===== src/rtl/paddle_control_if.sv =====
// Bundles the per-tick control inputs and the paddle state outputs of paddle_control.
interface paddle_control_if;
    logic               tick;
    logic               button_up;
    logic               button_down;
    logic               ai_enable;
    logic signed [10:0] ball_y;
    logic [9:0]         left_paddle_y;
    logic [9:0]         right_paddle_y;
    logic               up_pressed;
    logic               down_pressed;

    modport master (
        output tick, button_up, button_down, ai_enable, ball_y,
        input  left_paddle_y, right_paddle_y, up_pressed, down_pressed
    );

    modport slave (
        input  tick, button_up, button_down, ai_enable, ball_y,
        output left_paddle_y, right_paddle_y, up_pressed, down_pressed
    );
endinterface


===== src/rtl/paddle_control.sv =====
// Player and AI paddle position control: button synchronizing/debouncing,
// tick-driven player movement and speed-limited AI tracking of the ball.
module paddle_control #(
    parameter int TOP_BOUNDARY    = 3,
    parameter int BOTTOM_BOUNDARY = 477,
    parameter int PADDLE_HEIGHT   = 46,
    parameter int BALL_SIZE       = 7,
    parameter int PLAYER_SPEED    = 4,
    parameter int AI_SPEED        = 3,
    parameter int LEFT_START      = 217,
    parameter int RIGHT_START     = 217,
    parameter int DEBOUNCE_COUNT  = 184320
) (
    input logic              clk,
    input logic              reset,
    paddle_control_if.slave  bus
);
    localparam int YMIN  = TOP_BOUNDARY;
    localparam int YMAX  = BOTTOM_BOUNDARY - PADDLE_HEIGHT;
    localparam int CNT_W = $clog2(DEBOUNCE_COUNT + 1);

    localparam logic signed [10:0] P_MIN    = 11'(YMIN);
    localparam logic signed [10:0] P_MAX    = 11'(YMAX);
    localparam logic signed [10:0] P_STEP   = 11'(PLAYER_SPEED);
    localparam logic signed [11:0] A_MIN    = 12'(YMIN);
    localparam logic signed [11:0] A_MAX    = 12'(YMAX);
    localparam logic signed [11:0] A_STEP   = 12'(AI_SPEED);
    localparam logic signed [11:0] A_OFFSET = 12'(BALL_SIZE / 2 - PADDLE_HEIGHT / 2);
    localparam logic [CNT_W-1:0]   CNT_LAST = CNT_W'(DEBOUNCE_COUNT - 1);

    // Bit 0 is the up button, bit 1 the down button.
    logic [1:0]            sync1_q;
    logic [1:0]            sync2_q;
    logic [1:0]            pressed_q;
    logic [1:0][CNT_W-1:0] cnt_q;

    logic [9:0] left_q, left_d;
    logic [9:0] right_q, right_d;

    logic signed [10:0] left_s;
    logic signed [10:0] left_up;
    logic signed [10:0] left_dn;
    logic signed [11:0] ai_target;
    logic signed [11:0] ai_diff;

    // A button change is accepted only after it stays stable for DEBOUNCE_COUNT cycles.
    always_ff @(posedge clk) begin
        if (reset) begin
            sync1_q   <= '1;
            sync2_q   <= '1;
            pressed_q <= '0;
            cnt_q     <= '0;
        end else begin
            sync1_q <= {bus.button_down, bus.button_up};
            sync2_q <= sync1_q;
            for (int i = 0; i < 2; i++) begin
                if ((~sync2_q[i]) == pressed_q[i]) begin
                    cnt_q[i] <= '0;
                end else if (cnt_q[i] == CNT_LAST) begin
                    pressed_q[i] <= ~pressed_q[i];
                    cnt_q[i]     <= '0;
                end else begin
                    cnt_q[i] <= cnt_q[i] + CNT_W'(1);
                end
            end
        end
    end

    always_comb begin
        left_d  = left_q;
        right_d = right_q;

        left_s  = signed'({1'b0, left_q});
        left_up = left_s - P_STEP;
        left_dn = left_s + P_STEP;

        // Signed target so a ball above the screen clamps to the top bound.
        ai_target = signed'({bus.ball_y[10], bus.ball_y}) + A_OFFSET;
        if (ai_target < A_MIN) begin
            ai_target = A_MIN;
        end else if (ai_target > A_MAX) begin
            ai_target = A_MAX;
        end
        ai_diff = ai_target - signed'({2'b00, right_q});

        if (bus.tick) begin
            if (pressed_q == 2'b01) begin
                left_d = (left_up < P_MIN) ? P_MIN[9:0] : left_up[9:0];
            end else if (pressed_q == 2'b10) begin
                left_d = (left_dn > P_MAX) ? P_MAX[9:0] : left_dn[9:0];
            end

            if (bus.ai_enable) begin
                if (ai_diff >= -A_STEP && ai_diff <= A_STEP) begin
                    right_d = ai_target[9:0];
                end else if (ai_diff > 12'sd0) begin
                    right_d = right_q + A_STEP[9:0];
                end else begin
                    right_d = right_q - A_STEP[9:0];
                end
            end
        end
    end

    always_ff @(posedge clk) begin
        if (reset) begin
            left_q  <= 10'(LEFT_START);
            right_q <= 10'(RIGHT_START);
        end else begin
            left_q  <= left_d;
            right_q <= right_d;
        end
    end

    assign bus.left_paddle_y  = left_q;
    assign bus.right_paddle_y = right_q;
    assign bus.up_pressed     = pressed_q[0];
    assign bus.down_pressed   = pressed_q[1];
endmodule


===== src/flat_wrapper.sv =====
// flat-port wrapper written by rule: the top's interface ports become plain ports
module paddle_control_flat 
#(
    parameter int TOP_BOUNDARY    = 3,
    parameter int BOTTOM_BOUNDARY = 477,
    parameter int PADDLE_HEIGHT   = 46,
    parameter int BALL_SIZE       = 7,
    parameter int PLAYER_SPEED    = 4,
    parameter int AI_SPEED        = 3,
    parameter int LEFT_START      = 217,
    parameter int RIGHT_START     = 217,
    parameter int DEBOUNCE_COUNT  = 184320
)
  (clk, reset, bus_tick, bus_button_up, bus_button_down, bus_ai_enable, bus_ball_y, bus_left_paddle_y, bus_right_paddle_y, bus_up_pressed, bus_down_pressed);
  paddle_control_if bus_i ();
  input logic clk;
  input logic reset;
  input wire logic [$bits(bus_i.tick)-1:0] bus_tick;
  input wire logic [$bits(bus_i.button_up)-1:0] bus_button_up;
  input wire logic [$bits(bus_i.button_down)-1:0] bus_button_down;
  input wire logic [$bits(bus_i.ai_enable)-1:0] bus_ai_enable;
  input wire logic [$bits(bus_i.ball_y)-1:0] bus_ball_y;
  output wire logic [$bits(bus_i.left_paddle_y)-1:0] bus_left_paddle_y;
  output wire logic [$bits(bus_i.right_paddle_y)-1:0] bus_right_paddle_y;
  output wire logic [$bits(bus_i.up_pressed)-1:0] bus_up_pressed;
  output wire logic [$bits(bus_i.down_pressed)-1:0] bus_down_pressed;
  assign bus_i.tick = bus_tick;
  assign bus_i.button_up = bus_button_up;
  assign bus_i.button_down = bus_button_down;
  assign bus_i.ai_enable = bus_ai_enable;
  assign bus_i.ball_y = bus_ball_y;
  assign bus_left_paddle_y = bus_i.left_paddle_y;
  assign bus_right_paddle_y = bus_i.right_paddle_y;
  assign bus_up_pressed = bus_i.up_pressed;
  assign bus_down_pressed = bus_i.down_pressed;
  paddle_control #(.TOP_BOUNDARY(TOP_BOUNDARY), .BOTTOM_BOUNDARY(BOTTOM_BOUNDARY), .PADDLE_HEIGHT(PADDLE_HEIGHT), .BALL_SIZE(BALL_SIZE), .PLAYER_SPEED(PLAYER_SPEED), .AI_SPEED(AI_SPEED), .LEFT_START(LEFT_START), .RIGHT_START(RIGHT_START), .DEBOUNCE_COUNT(DEBOUNCE_COUNT)) u_core (.clk(clk), .reset(reset), .bus(bus_i));
endmodule

===== config.mk =====
export PLATFORM = sky130hd
export DESIGN_NAME = paddle_control_flat
export DESIGN_NICKNAME = d
export VERILOG_FILES = /design/src/rtl/paddle_control_if.sv /design/src/rtl/paddle_control.sv /design/src/flat_wrapper.sv
export SDC_FILE = /design/constraint.sdc
export NUM_CORES = 1
export LEC_CHECK = 0
export ABC_AREA = 1
export CAP_MARGIN = 10
export CORE_ASPECT_RATIO = 1.4
export CORE_MARGIN = 8
export CORE_UTILIZATION = 52
export DETAILED_ROUTE_END_ITERATION = 7
export GPL_TIMING_DRIVEN = 0
export PLACE_DENSITY = 0.73
export SYNTH_ARGS = -nofsm -noshare
export SYNTH_HDL_FRONTEND = slang
export SYNTH_SLANG_ARGS = --single-unit

===== constraint.sdc =====
create_clock -name clk -period 14.2 [get_ports clk]
set_clock_uncertainty 0.1 [all_clocks]
set_input_delay 2.13 -clock clk [delete_from_list [all_inputs] [get_ports clk]]
set_output_delay 2.13 -clock clk [all_outputs]
set_load 0.01 [all_outputs]

==> results.md, run 1 <==
* Worst Max-Slew Pin Slew at about 0.54 ns
* Mapped Area at about 4500 µm²
* Critical path arrival at ~7.3 ns
* Tmin final at 7.176 ns
* Hold_buf cts at 0
* Vias at 4465
* Vias in the first global route at about 4300
* Core Util, Final at 0.6265
* Worst setup EP type: flop
* # port buffers at 38
* Worst r2r dst: u_core.bus.right_paddle_y[8]$_SDFFE_PP0P_
* Clock transition at path regs at 0.05 ns
* Post-DRT Antenna Nets at 0
* Setup bufs post-CTS at 0
* Layout Cells excl Fill at about 840
* Clk buf depth at 2
* Post-synthesis cell type count at 43
* Die area at about 12000 µm²
* Maxcap violations at 0
* Boundary Pins at 39
* WHS Endpoint: u_core.sync2_q[1]$_SDFF_PP1_
* Layout area overhead at 17.97%
* Post-DP HPWL at 8.584 mm
* First-pass GRT wire length at around 18 mm
* GRT Total Usage at 0.1878
* FMAX at 0.1393 GHz
* Kind of critical path: input port to flop
* Worst R2R Path Depth at 19
* Largest net degree at the start of global routing at 12
* Hold_sp: u_core.sync1_q[1]$_SDFF_PP1_
* WP buf/inv at 7
* Hold crit path type: flop to flop
* Post-CTS sizing at 0
* Highest fanout seen on the critical path at 9
* Sequential area share after synthesis at 0.2747
* Layout cells sized above 1 at 0.08832
* #FFs+latches synth at between 60 and 70
* Clock insertion delay at the later pin of the skew report at ~0.34 ns
* Die Span Y at about 130 µm
* Clock Tree Root: clkbuf_16
* Routed WL at 10.81 mm
* Layout net count at around 780
* Cts bufs inserted at 9
* Worst R2R Start: u_core.bus.right_paddle_y[0]$_SDFFE_PP1P_
* Initial antenna violation count at 0
* Status: finished, final reports clean
* Iter 0 DRT Violations at 261
* Wire per inst at 12.86 µm
* H-tree levels at 3
* DRC at 0
* Placed Cells at 825
* Fin Hold WS at slightly above 0.3 ns
* CTS tree: done
* Multi-input gate area at 2791 µm²
* Setup Total Neg Slack at 0 ns
* Placer Congestion at slightly below 0.9
* Starting density of the core at 0.5310
* Register area at between 1000 and 1500 µm²
* CP startpoint kind: input port
* Post-Synthesis Cells at 682
* RSZ-0062 raised after global routing: no
* # diodes at 0
* Drt first pass iters at 8
* Syn Nets at 728
* YS warnings at 0
* Reg-to-reg slack, setup at 10.16 ns
* Avg Vias per Cell at between 5 and 6
* Filler cells at between 700 and 800
* Slew Limit Fails at 0
* CP delay by family, top: simple AND/OR/NAND/NOR gates
* Congestion Overflow GR at 0
* CP peak stage delay at 0.57 ns
* Worst Hold Depth at 1
* Slowest CP cell: clkdlybuf4s50_1
* Mean post-synth cell area at 6.625 µm²
* Final hold violations at 0
* # setup viols final at 0
* PwrDens at between 100 and 150 nW/µm²
* Die width at 94.78 µm
* Total power at 0.5331 mW
* CP most frequent cell: nand2_1
* Slew HR at 0.6417
* Data required time of the worst path at between 10 and 15 ns
* Sinks on Clock Net at 62
* Core area at ~8500 µm²
* Worst-case vdd ir drop at 88.03 µV
* Final Cycle Share at 0.5054
* Static leakage at between 2 and 2.5 nW
* Site row count at 40
## synthesized netlist by cell type (all sizes together)
master	count	area, µm²
a211oi	1	7.510
a21o	1	7.510
a21oi	47	246.5
a31oi	2	12.51
and3	2	12.51
buf	4	41.29
clkbuf	6	23.77
clkinv	2	7.510
conb	1	3.750
dfxtp	62	1241
fa	2	40.04
ha	27	337.8
inv	110	412.9
nand2	167	644.4
nand3	61	330.3
nand3b	7	56.30
nand4	12	75.07
nor2	62	250.2
nor3	23	150.1
nor3b	3	22.52
nor4	3	18.77
o2111ai	1	8.760
o211ai	7	57.55
o21ai	18	93.84
o21bai	2	15.01
o311ai	1	8.760
o31ai	1	7.510
or2	11	68.81
xnor2	9	78.83
xor2	27	236.5
## flip-flops by register name, summed over array words and instances, names as in the netlist
register,count
u_core.bus.left_paddle_y,10
u_core.bus.right_paddle_y,10
u_core.cnt_q,36
u_core.pressed_q,2
u_core.sync1_q,2
u_core.sync2_q,2
## how the worst max path moves through the flow
stage                                                     end           from  slack, ns  depth (start not counted)
floorplan           u_core.bus.right_paddle_y[8]$_SDFFE_PP0P_  bus_ball_y[3]       7.99                         35
global placement    u_core.bus.right_paddle_y[8]$_SDFFE_PP0P_  bus_ball_y[2]       6.76                         36
detailed placement  u_core.bus.right_paddle_y[8]$_SDFFE_PP0P_  bus_ball_y[2]       6.66                         32
CTS                 u_core.bus.right_paddle_y[8]$_SDFFE_PP0P_  bus_ball_y[2]       7.02                         32
global route        u_core.bus.right_paddle_y[8]$_SDFFE_PP0P_  bus_ball_y[2]       6.47                         36
finish              u_core.bus.right_paddle_y[8]$_SDFFE_PP0P_  bus_ball_y[2]       7.02                         32
## where the power goes
group	total [mW]	switching, mW	internal [mW]
logic	0.131	0.0778	0.0529
registers	0.182	0.00425	0.178
clock network	0.220	0.0807	0.140
## final cells by class
cell class / instances / share of cell area
Tap cell: 105 / 0.02465
Sequential cell: 62 / 0.2329
Timing Repair Buffer: 38 / 0.07136
Clock buffer: 10 / 0.04484
Multi-Input combinational cell: 498 / 0.5237
Clock inverter: 6 / 0.01150
Inverter: 112 / 0.07887
Buffer: 10 / 0.01221
## worst reg2reg max path, delay by kind of cell, from the launching register on
family | cells | cell delay [ns]
AND/OR/NAND/NOR | 10 | 1.38
flip-flops | 1 | 0.51
buffers and inverters | 3 | 0.25
XOR/XNOR | 2 | 0.48
adder cells (fa/ha/maj) | 3 | 1.07
AO/OA/AOI/OAI | 1 | 0.15
## per-stage QoR
step                worst slack (ns)  cell area (µm²)
global route                   6.467             5330
finish                         7.024             5330
floorplan                      7.990             4518
CTS                            7.021             5330
global placement               6.761             5030
detailed placement             6.664             5030
## routing by layer
layer / global-route usage / vias to the layer above / share of wire
li1: - / 2302 / -
met1: 0.1952 / 2072 / 0.40
met2: 0.3469 / 69 / 0.55
met3: 0.03070 / 22 / 0.023
met4: 0.09410 / 0 / 0.028
met5: 0 / - / 0
## cell usage in the layout (no fill, tap or decap), drive strengths merged
master / n
nand2: 167
inv: 110
dfxtp: 62
nor2: 62
nand3: 61
a21oi: 47
clkdlybuf4s50: 38
xor2: 27
ha: 27
nor3: 23
o21ai: 18
clkbuf: 16
nand4: 12
or2: 11
xnor2: 9
nand3b: 7
o211ai: 7
clkinv: 6
buf: 4
nor4: 3
nor3b: 3
and3: 2
o21bai: 2
a31oi: 2
fa: 2
o31ai: 1
o311ai: 1
a211oi: 1
a21o: 1
o2111ai: 1
conb: 1
bufinv: 1
clkinvlp: 1
## kinds of logic after synthesis
group / Yosys count / synth area share
simple gates: 351 / 0.3606
fa+ha+maj: 29 / 0.08363
xor+xnor: 36 / 0.06979
compound gates: 81 / 0.1030
other cells: 1 / 0.0008300
buf+inv: 122 / 0.1075
flops: 62 / 0.2747
Note: power is estimated with default switching activity, not from simulation.
==> run 2: changes to the inputs <==
- clock period: 14.2 -> 6.9 ns (I/O delays scaled with it)
==> results of run 2 <==
The final DEF is identical to that of run 1. Status: finished, final reports clean.
Among the figures that moved: setup slack after placement 6.664 ns -> 0.4589 ns; setup slack after layout 7.024 ns -> 0.8186 ns; register-to-register setup slack 10.16 ns -> 2.86 ns; total power 0.5331 mW -> 1.097 mW; worst IR drop on VDD 88.03 µV -> 181.2 µV
==> run 3: changes to the inputs <==
- ABC_AREA: 1 -> 0
- REMOVE_ABC_BUFFERS: default -> 1
==> results.md, run 3 <==
* Data required time of the worst path at 7.03 ns
* Top cell type's share of synthesized area at 0.2860 (+0.01125)
* Dominant cell type by area after synthesis: dfxtp_1
* Sequential area share after synthesis at 0.2860 (+0.01125)
* Initial antenna violation count at 0 (unchanged)
* H-tree levels at 3 (unchanged)
* Static leakage at 2.014 nW (-15%)
* Placed Cells at 665 (-19%)
* Drt first pass iters at 4 (-4)
* Iter 0 DRT Violations at 200 (-23%)
* Post-synthesis cell type count at 73 (+70%)
* FMAX at around 0.15 GHz
* Max FFs per register at 36 (unchanged)
* Worst Hold Depth at 1 (unchanged)
* RSZ-0062 raised after global routing: yes
* Hold_buf cts at 0 (unchanged)
* Clk buf depth at 2 (unchanged)
* Most frequent cell after synthesis: nor2_1
* CTS tree: done
* Starting density of the core at 0.5326 (+0.001598)
* Clock Tree Root: clkbuf_16
* DRC at 0 (unchanged)
* Clock transition at path regs at 0.06 ns (about the same)
* Die Span Y at 124.1 µm (-1.7%)
* Vias in the first global route at 3855 (-9.6%)
* PwrDens at 262.0 nW/µm²
* # port buffers at 38 (unchanged)
* Slew HR at 0.3514 (-0.2903)
* #FFs+latches synth at 62 (unchanged)
* Highest fanout seen on the critical path at 8 (-1)
* Congestion Overflow GR at 0 (unchanged)
* Most common cell after layout, fill and taps aside: nor2_1
* Avg Vias per Cell at 5.887 (+11%)
* Cts bufs inserted at 9 (unchanged)
* Final hold violations at 0 (unchanged)
* Post-synth EDFFs at 0 (unchanged)
* Die width at 93.22 µm (-1.7%)
* Layout cells sized above 1 at 0.1407 (+0.05239)
* Die area at 11570 µm² (-3.4%)
* Async SR Flop Fraction at 0 (unchanged)
* Status: finished, final reports clean
* Slowest CP cell: or4_1
* Largest net degree at the start of global routing at 28 (+16)
* Mean post-synth cell area at 7.906 µm² (+19%)
* Vias at 4115 (-7.8%)
* Boundary Pins at 39 (unchanged)
* Mapped Area at 4340 µm² (-3.9%)
* Sinks on Clock Net at 62 (unchanged)
* Worst R2R Path Depth at 20 (+1)
* CP most frequent cell: ha_4
* Placer Congestion at 0.8749 (-1.7%)
* Synth top area cells: dfxtp_1 29%, ha_1 7.8%, nor2_1 6.4%
* GRT Total Usage at 0.1861 (-0.001706)
* Post-Synthesis Cells at 549 (-20%)
* YS warnings at 0 (unchanged)
* Layout Cells excl Fill at 699 (-17%)
* # setup viols final at 0 (unchanged)
* Commonest cells in the netlist: 74 x nor2_1, 62 x dfxtp_1, 36 x nand2_1, 32 x a21oi_1, 30 x inv_1
* Wire per inst at 15.43 µm (+20%)
* Layout area overhead at 23.38%
* Worst setup EP type: flop
* CP peak stage delay at 0.55 ns (-0.02 ns)
* Clock insertion delay at the later pin of the skew report at 0.32 ns (-0.02 ns)
* Most flop-heavy register: u_core.cnt_q
* Routed WL at 10.79 mm (-0.25%)
* Maxcap violations at 0 (unchanged)
* Main synth FF type: dfxtp_1
* Slew Limit Fails at 0 (unchanged)
* Worst-case vdd ir drop at 197.2 µV
* Post-DP HPWL at 7.419 mm (-14%)
* Most frequent cells in the layout: 73 x nor2_1, 62 x dfxtp_1, 36 x nand2_1
* Critical path arrival at 6.83 ns
* Worst Max-Slew Pin Slew at 0.9698 ns (+0.4323 ns)
* Site row count at 39 (-2.5%)
* Post-DRT Antenna Nets at 0 (unchanged)
* CP startpoint kind: input port
* Kind of critical path: input port to flop
* Fin Hold WS at 0.3206 ns (+0.008715 ns)
* Layout net count at 638 (-18%)
* Hold crit path type: flop to flop
* First-pass GRT wire length at 17.73 mm (-3.4%)
* Tmin final at ~6.7 ns
* Core area at 8149 µm² (-4.2%)
* # diodes at 0 (unchanged)
* Final Cycle Share at 0.9700
-- run 3: changes by cell type in the layout (fill, tap and decap cells not counted), moves of 16 or more --
cell and change:
nand3_1 -31, inv_1 -82, buf_4 +16, xnor2_1 +16, nand2_1 -124, nor2_1 +18
-- run 3: worst paths after layout --
kind         slack, ns                                         to                                      start
min reg2reg       0.32               u_core.sync2_q[0]$_SDFF_PP1_               u_core.sync1_q[0]$_SDFF_PP1_
max reg2reg       1.94  u_core.bus.right_paddle_y[9]$_SDFFE_PP0P_  u_core.bus.right_paddle_y[0]$_SDFFE_PP1P_
min               0.32               u_core.sync2_q[0]$_SDFF_PP1_               u_core.sync1_q[0]$_SDFF_PP1_
max               0.21  u_core.bus.right_paddle_y[9]$_SDFFE_PP0P_                              bus_ball_y[2]
-- run 3: per-layer routing --
layer	part of all wire	global-route usage	up-vias
met5	0	0	-
met4	0.025	0.07786	0
met3	0.044	0.03679	27
met2	0.51	0.3384	110
met1	0.42	0.2058	1933
li1	-	-	2045
-- run 3: area by class of cell --
cell class	count	area (µm²)
multi-input cells	433	3025
fillers	694	2794
flip-flops and latches	62	1241
repair buffers	56	524.3
clock buffers	11	242.7
inverters	30	135.1
well taps	102	127.6
clock inverters	5	58.81
-- run 3: cell families after synthesis --
| logic type | share of synthesized area |
|---|---|
| xor+xnor | 0.1049 |
| fa+ha+maj | 0.08706 |
| other cells | 0.0008640 |
| simple gates | 0.2580 |
| compound gates | 0.2009 |
| mux | 0.009225 |
| buf+inv | 0.05304 |
| flops | 0.2860 |
-- run 3: what timing repair did --
item,4_1_cts,5_1_grt
pin swaps,5,23
setup buffers,4,14
endpoints found under the setup margin,8,4
resized for setup,23,51
-- run 3: stage by stage --
stage           TNS, ns  instance area [µm²]  power, mW  setup WS (ns)  utilization
6_report              0                 5355      1.403         0.2072       0.6571
5_1_grt         -0.1364                 5355      1.489        -0.1364       0.6571
4_1_cts               0                 5142      1.357       0.002600       0.6310
3_5_place_dp     -8.474                 4731     0.8758         -1.740       0.5805
3_3_place_gp     -7.181                 4731     0.8613         -1.528       0.5805
2_1_floorplan  -0.08044                 4223     0.7535       -0.08044            -
-- run 3: report_power, final --
group | switching, mW | internal (mW) | total (mW)
logic | 0.293 | 0.265 | 0.558
registers | 0.0207 | 0.374 | 0.395
clock network | 0.161 | 0.289 | 0.450
-- run 3: worst max-delay path, delay by kind of cell --
kind	cells	cell delay [ns]
AND/OR/NAND/NOR	8	1.41
adder cells (fa/ha/maj)	4	0.96
XOR/XNOR	1	0.16
AO/OA/AOI/OAI	12	2.82
buffers and inverters	5	0.44
==> edit, RTL diff (config.mk and constraints of run 3) <==
`DEBOUNCE_COUNT` is set to 184320 in 2 places; all go to 737280.
--- a/src/rtl/paddle_control.sv
+++ b/src/rtl/paddle_control.sv
@@ -9,7 +9,7 @@
     parameter int AI_SPEED        = 3,
     parameter int LEFT_START      = 217,
     parameter int RIGHT_START     = 217,
-    parameter int DEBOUNCE_COUNT  = 184320
+    parameter int DEBOUNCE_COUNT  = 737280
 ) (
     input logic              clk,
     input logic              reset,
--- a/src/flat_wrapper.sv
+++ b/src/flat_wrapper.sv
@@ -9,7 +9,7 @@
     parameter int AI_SPEED        = 3,
     parameter int LEFT_START      = 217,
     parameter int RIGHT_START     = 217,
-    parameter int DEBOUNCE_COUNT  = 184320
+    parameter int DEBOUNCE_COUNT  = 737280
 )
   (clk, reset, bus_tick, bus_button_up, bus_button_down, bus_ai_enable, bus_ball_y, bus_left_paddle_y, bus_right_paddle_y, bus_up_pressed, bus_down_pressed);
   paddle_control_if bus_i ();
Function: same outputs for any inputs over 4 cycles, from zero or initial values and one cycle with reset high; that may be too few to reach the edited logic, so the function may still have changed.
==> edit against run 3 <==
Register-to-register slack improved by 400 ps; sequential cell count is 4 higher; design area is 0.65% higher; routed wire length decreased by 2.4%; setup slack better by 70 ps; power is 15% lower; synthesized area is 5.0% higher.
==> edit: results (changes against run 3) <==
Synth:
- Ranked by total cell area, the synthesized netlist is headed by sky130_fd_sc_hd__dfxtp_1 (29%), sky130_fd_sc_hd__ha_1 (7.4%), sky130_fd_sc_hd__nor2_1 (6.6%).
- The commonest cells after synthesis are sky130_fd_sc_hd__nor2_1 (80), sky130_fd_sc_hd__dfxtp_1 (66), sky130_fd_sc_hd__inv_1 (30), sky130_fd_sc_hd__ha_1 (27).
- The unique cell type count in the Yosys netlist came to 77 (+5.5%).
- The most instantiated flip-flop cell in the synthesis netlist is sky130_fd_sc_hd__dfxtp_1.
- The sequential fraction of the synthesis area came to 29.0% (+0.38 points).

GRT:
- The first-pass GRT wire length came to 18200 um (+2.4%).
- The maximum number of pins on one net before global-route repair came to 34 (+21%).
- The number of global-route vias before repair came to 4189 (+8.7%).
- The number of antenna violations at the first check in global routing is 0 (unchanged).
- The combined global-route utilization of all metal layers was 18.3% (-0.27 points).

Route:
- The DRC marker count from the first detailed-route iteration is 140 (-30%).
- The aggregate routed wire length was 10500 um (-2.4%).
- The routed via count divided by cell count came to 5.86 (-0.41%).

Setup path:
- The highest net fanout along the worst path came to 6 (-2).
- The data arrival time of the critical path is 6760 ps (-70 ps).
- The depth of the worst register-to-register path was 18 (-10%).
- The slowest stage of the critical path belongs to the cell sky130_fd_sc_hd__clkdlybuf4s50_1.
- The stage delay of the slowest cell on the critical path is 510 ps (-40 ps).
- The internal reg-to-reg setup slack is 2340 ps (+400 ps).

Layout:
- The fraction of final layout cells with drive strength greater than 1 is 11.0% (-3.1 points).
- The number of nets in the layout is 642 (+0.63%).
- The number of flip-flops in the largest register is 40 (+11%).
- The number of fill cells is 732 (+5.5%).

Min path:
- The path type of the worst min-delay path is reg2reg.
- The cell depth of the worst min-delay path came to 1 (unchanged).

Placement:
- The estimated wirelength of the detail-placed design was 7790 um (+5.0%).
- The final weighted congestion in routability-driven placement is 0.877 (+0.22%).

Power and ir drop:
- The total leakage power is 0.00190 uW (-5.5%).
- The highest ir drop seen on vdd was 0.158 mV (-20%).

STA:
- The final-layout worst hold slack is 311 ps (-9.70 ps).

Outcome:
- The flow ran to the end, and the final reports show no timing, DRC or antenna violations.
[edit: worst max path at each step]
stage                     slack, ps          start  cells after the start                                   endpoint
after global routing            -50  bus_ball_y[3]                     25  u_core.bus.right_paddle_y[9]$_SDFFE_PP0P_
after global placement         -760  bus_ball_y[2]                     28  u_core.bus.right_paddle_y[9]$_SDFFE_PP0P_
after floorplan                 710  bus_ball_y[3]                     26  u_core.bus.right_paddle_y[9]$_SDFFE_PP0P_
after CTS                        70  bus_ball_y[3]                     28  u_core.bus.right_paddle_y[9]$_SDFFE_PP0P_
final                           280  bus_ball_y[3]                     27  u_core.bus.right_paddle_y[9]$_SDFFE_PP0P_
after detailed placement       -930  bus_ball_y[2]                     28  u_core.bus.right_paddle_y[9]$_SDFFE_PP0P_
[edit: layout make-up]
| type | count | area (um2) | share of cell area (%) |
|---|---|---|---|
| clock inverter | 6 | 57.6 | 1.07 |
| tap | 105 | 131 | 2.44 |
| multi-input combinational | 448 | 3140 | 58.2 |
| timing repair buffer | 40 | 394 | 7.31 |
| sequential | 66 | 1320 | 24.5 |
| clock buffer | 10 | 229 | 4.25 |
| inverter | 31 | 119 | 2.21 |
[edit: per-stage QoR]
stage	setup slack (ps)	TNS, ps	std cells
5_1_grt	-47.3	-52.7	706
3_5_place_dp	-926	-3300	688
2_1_floorplan	705	0	545
6_report	277	0	706
4_1_cts	74.4	0	705
3_3_place_gp	-764	-2230	688
[edit: timing repair]
action,in CTS,in global routing
gates resized for setup,7,23
setup endpoints to repair,5,5
pin swaps,1,4
buffers inserted,1,1
[edit: worst max-delay path, delay by kind of cell]
family	cells	cell delay, ps
fa+ha+maj	4	1160
compound gates	12	2230
simple gates	7	1460
buf+inv	3	670
mux	1	220
[edit: logic make-up (layout without fill, tap and decap cells)]
kind of cell / Yosys count / count (layout) / synth area share [%]
DFF: 66 / 66 / 29.0
other: 1 / 1 / 0.0822
adders and majority gates: 29 / 29 / 8.29
muxes: 4 / 4 / 0.906
AOI/OAI and AO/OA: 134 / 134 / 21.2
buffers and inverters: 55 / 87 / 4.99
xor gates and xnor gates: 52 / 52 / 9.99
and+or+nand+nor: 228 / 228 / 25.6
[edit: routing by layer]
layer	vias up	GRT usage, %	wire length (um)
met5	-	0	0
met4	0	10.9	352
met3	21	3.84	247
met2	59	32.4	5540
met1	1951	19.1	4390
li1	2108	-	-
[edit: power by group]
part / switching (uW) / leakage, uW / internal, uW
Clock: 167 / 0.000142 / 277
Sequential: 10.7 / 0.000534 / 391
Combinational: 184 / 0.00123 / 156
